[src/rtl/seq_mul5_ctrl.sv]
// seq_mul5_ctrl: 5x5 unsigned shift-and-add multiplier sequenced over one shared 5-bit ripple-carry adder.
module lab4_2 (
   input  logic [4:0] in_a,
   input  logic [4:0] in_b,
   input  logic       in_c,
   output logic [4:0] out_s,
   output logic       out_c
);
   logic [5:0] c;
   assign c[0] = in_c;
   for (genvar g = 0; g < 5; g++) begin : g_fa
      assign out_s[g]  = in_a[g] ^ in_b[g] ^ c[g];
      assign c[g + 1]  = (in_a[g] & in_b[g]) | (c[g] & (in_a[g] ^ in_b[g]));
   end
   assign out_c = c[5];
endmodule

module seq_mul5_ctrl (
   input  logic       clk,
   input  logic       reset,
   input  logic       in_start,
   input  logic [4:0] in_a,
   input  logic [4:0] in_b,
   output logic [9:0] out_p,
   output logic       out_busy,
   output logic       out_done
);
   typedef enum logic [1:0] {IDLE, RUN, DONE} state_t;
   state_t     state_q;
   logic [4:0] m_q, a_q, q_q, s, a_d, q_d;
   logic [2:0] cnt_q;
   logic [9:0] p_q;
   logic       co;
   lab4_2 u_add (
      .in_a (a_q),
      .in_b (q_q[0] ? m_q : 5'b0),
      .in_c (1'b0),
      .out_s(s),
      .out_c(co)
   );
   // The adder carry shifts straight into A[4], so no separate carry register is needed.
   assign a_d = {co, s[4:1]};
   assign q_d = {s[0], q_q[4:1]};
   always_ff @(posedge clk or posedge reset) begin
      if (reset) begin
         state_q <= IDLE;
         m_q     <= '0;
         a_q     <= '0;
         q_q     <= '0;
         cnt_q   <= '0;
         p_q     <= '0;
      end else begin
         case (state_q)
            IDLE: if (in_start) begin
               m_q     <= in_a;
               q_q     <= in_b;
               a_q     <= '0;
               cnt_q   <= '0;
               state_q <= RUN;
            end
            RUN: begin
               a_q   <= a_d;
               q_q   <= q_d;
               cnt_q <= cnt_q + 3'd1;
               if (cnt_q == 3'd4) begin
                  p_q     <= {a_d, q_d};
                  state_q <= DONE;
               end
            end
            default: state_q <= IDLE;
         endcase
      end
   end
   assign out_p    = p_q;
   assign out_busy = state_q != IDLE;
   assign out_done = state_q == DONE;
endmodule
[config.mk]
export PLATFORM = sky130hd
export DESIGN_NAME = seq_mul5_ctrl
export DESIGN_NICKNAME = d
export VERILOG_FILES = /design/src/rtl/seq_mul5_ctrl.sv
export SDC_FILE = /design/constraint.sdc
export NUM_CORES = 1
export LEC_CHECK = 0
export ABC_CLOCK_PERIOD_IN_PS = 3200
export BUFFER_PORTS_ARGS = -buffer_cell sky130_fd_sc_hd__clkbuf_2
export CORE_ASPECT_RATIO = 1.1
export CORE_MARGIN = 2
export CORE_UTILIZATION = 35
export CTS_BUF_LIST = sky130_fd_sc_hd__clkbuf_4 sky130_fd_sc_hd__clkbuf_8 sky130_fd_sc_hd__clkbuf_16
export DETAILED_ROUTE_END_ITERATION = 10
export GPL_TIMING_DRIVEN = 1
export HOLD_SLACK_MARGIN = 0.05
export PLACE_DENSITY = 0.51
export RECOVER_POWER = 50
export SETUP_SLACK_MARGIN = 0.02
export SLEW_MARGIN = 20
export SYNTH_ARGS = -nofsm -noshare
export SYNTH_HDL_FRONTEND = slang
export SYNTH_SLANG_ARGS = --single-unit
export TNS_END_PERCENT = 100
[constraint.sdc]
create_clock -name clk -period 3.2 [get_ports clk]
set_input_delay 0.8 -clock clk [delete_from_list [all_inputs] [get_ports clk]]
set_output_delay 0.8 -clock clk [all_outputs]
set_load 0.1 [all_outputs]
==> results.md <==
* Final TNS setup at 0 ns
* Max-Cap Viols at 1
* Initial antenna violation count at 0
* CP Depth at 8
* Crit path required time at 3.33 ns
* Number of synthesized flops with an enable pin at 0
* Fin crit share at 82.43%
* Synth Area per Inst at 12.75 sq um
* Achievable clock frequency at 0.3791 GHz
* CTS Hold Buffers Added at 0
* Die H at 72.18 um
* Full die area at 4762 sq um
* Hold Startpoint: a_q[4]
* FF-to-FF setup slack at 0.56 ns
* CP startpoint kind: flip-flop
* Hold depth at 1
* Worst hold margin at 0.4885 ns
* Reg2reg path depth at 8
* Cell taking the most area after synthesis: dfrtp_1
* Num CTS Buffers at 5
* Async S/R FF share, synth at 100.0%
* Buffers and inverters on the worst path at 1
* CTS tree: done
* First-pass GRT wire length at 4.526 mm
* WHS Endpoint: a_q[4]
* Rel. slew slack at -5.401%
* Failing checks: capacitance limit, slew limit
* RD Place Congestion at 0.7547
* Via Count at 924
* Core Util, Final at 41.95%
* Worst-path fanout max at 6
* Drt total wl at 2.670 mm
* DR DRC count at 0
* Final #Nets at 162
* Row cnt at 24
* Clk slew on worst S/H paths at 0.06 ns
* # resized after CTS at 0
* Crit end category: flip-flop
* Placed Area at 1623 sq um
* CTS sink count at 30
* Post-DP HPWL at 1.891 mm
* Unrepaired setup endpoints after global routing: no
* Root Buffer: clkbuf_8
* Final ANT Viol Nets at 0
* Reg2reg start: q_q[0]
* Share of the synthesized area in the top cell type at 50.76%
* N_diodes at 0
* Worst stage delay on the critical path at 0.51 ns
* Largest net degree at the start of global routing at 31
* CP delay by family, top: adder cells
* Synth warn at 0
* Cell Area, Synth at 1479 sq um
* Endpoints failing setup at 0
* Sequential fraction of the synthesis area at 50.76%
* Crit-path most repeated cell: fa_1
* Die width at 65.98 um
* Setup Skew at 0.006613 ns
* Gr ovfl total at 0
* IO Count at 25
* Synth Register Bits at 30
* DR vias/cell at 4.738
* Overall Global Routing Usage at 13.10%
* H-tree Lvls at 2
* Synth-to-layout area growth at 14.13%
* Max-slew violation count at 31
* Avg WL per Cell at 13.69 um
* Shortest period the worst path allows at 2.638 ns
* Clk_lat worst skew at 0.27 ns
* HP Class: reg2reg
* RR Endpoint: out_p[8]
* Port bufs at 24
* Initial cell density of the core at 36.75%
* Max stage delay cell, worst path: fa_1
* Post-CTS Setup Repair Bufs at 0
* DRT Pass-1 Iters at 4
* Worst path cell trace: and2_1 > ha_1 > inv_1 > fa_1 > fa_1 > fa_1 > fa_1 > mux2i_1
* Clock Path Buffers at 2
* Outcome: finished with violations
* Starting DRT DRC Count at 34
* Area contributors post-synth: dfrtp_1 (51%), fa_1 (5.4%), inv_1 (5.1%)
* Synth cell types at 27
* Final Cell Area at 1688 sq um
* Core Footprint at 4024 sq um
* Final Hold Fails at 0
* Mapped Nets at 136
* Least-Margin Pin Slew at 1.581 ns
* Crit path kind: reg2reg
* Top_reg_cell synth: dfrtp_1
* CP Data Arrival Time at 2.76 ns
* Fraction of layout cells with a size suffix above 1 at 30.77%
* Synth Instances at 116
* Vias in the first global route at 964
[layout make-up]
| type | count | area (sq um) |
|---|---|---|
| Clock buffer | 7 | 90.09 |
| Clock inverter | 1 | 5.005 |
| Fill cell | 413 | 2336 |
| Inverter | 20 | 75.07 |
| Multi-Input combinational cell | 60 | 578.1 |
| Sequential cell | 30 | 750.7 |
| Tap cell | 52 | 65.06 |
| Timing Repair Buffer | 25 | 123.9 |
[state kept, by name, indices dropped and copies added (netlist names)]
register,cells
m_q,5
state_q,2
cnt_q,3
out_p,10
q_q,5
a_q,5
[per-layer routing]
metal  routed length (um)  GRT usage, %
met5                    0             0
met4                   26         6.803
met3                  102         3.721
met2                 1344         21.77
met1                 1197         15.35
[worst reg2reg max path: stages (launching register included)]
cell	delay [ns]
dfrtp_1	0.42
and2_1	0.15
ha_1	0.13
inv_1	0.04
fa_1	0.37
fa_1	0.40
fa_1	0.40
fa_1	0.51
mux2i_1	0.07
[cells in the final DEF (no fill, tap or decap), types with 3 or more instances in the layout]
master / n
dfrtp_1: 30
clkbuf_2: 24
inv_1: 20
mux2_2: 6
o2bb2ai_1: 6
clkbuf_8: 6
mux2i_1: 5
nor2_1: 5
nor4b_1: 5
a221oi_1: 5
mux2_4: 4
nand2_1: 4
fa_1: 4
ha_1: 3
[how the worst max path moves through the flow]
stage / from / end
3_5_place_dp: q_q[0] / out_p[8]
5_1_grt: q_q[0] / out_p[8]
3_3_place_gp: q_q[0] / out_p[8]
6_report: q_q[0] / out_p[8]
4_1_cts: q_q[0] / out_p[8]
2_1_floorplan: state_q[0] / out_done
[synthesized netlist by cell type, types with 3 or more instances]
library cell  number
inv_1             20
a221oi_1           5
nand2_1            4
nor2_1             5
fa_1               4
dfrtp_1           30
mux2_4             4
buf_6              3
nor4b_1            5
mux2_2             6
mux2i_1            5
o2bb2ai_1          6
buf_2              3
ha_1               3
[cell families (layout without fill, tap and decap cells)]
group                      Yosys count  in the layout  synth area share [%]
AOI/OAI and AO/OA                   15             15                 9.307
adders and majority gates            7              7                 7.953
buffers and inverters               26             53                 8.375
DFF                                 30             30                 50.76
muxes                               15             15                 12.01
and+or+nand+nor                     23             23                 11.59
[stage by stage]
step,setup slack (ns),instances
floorplan,0.3465,116
global placement,0.6503,187
detailed placement,0.5623,187
CTS,0.5581,195
global route,0.4559,195
finish,0.5623,195
Power is not shown: default switching activity piles up to over one toggle a cycle in this logic, so the estimate is an artifact.
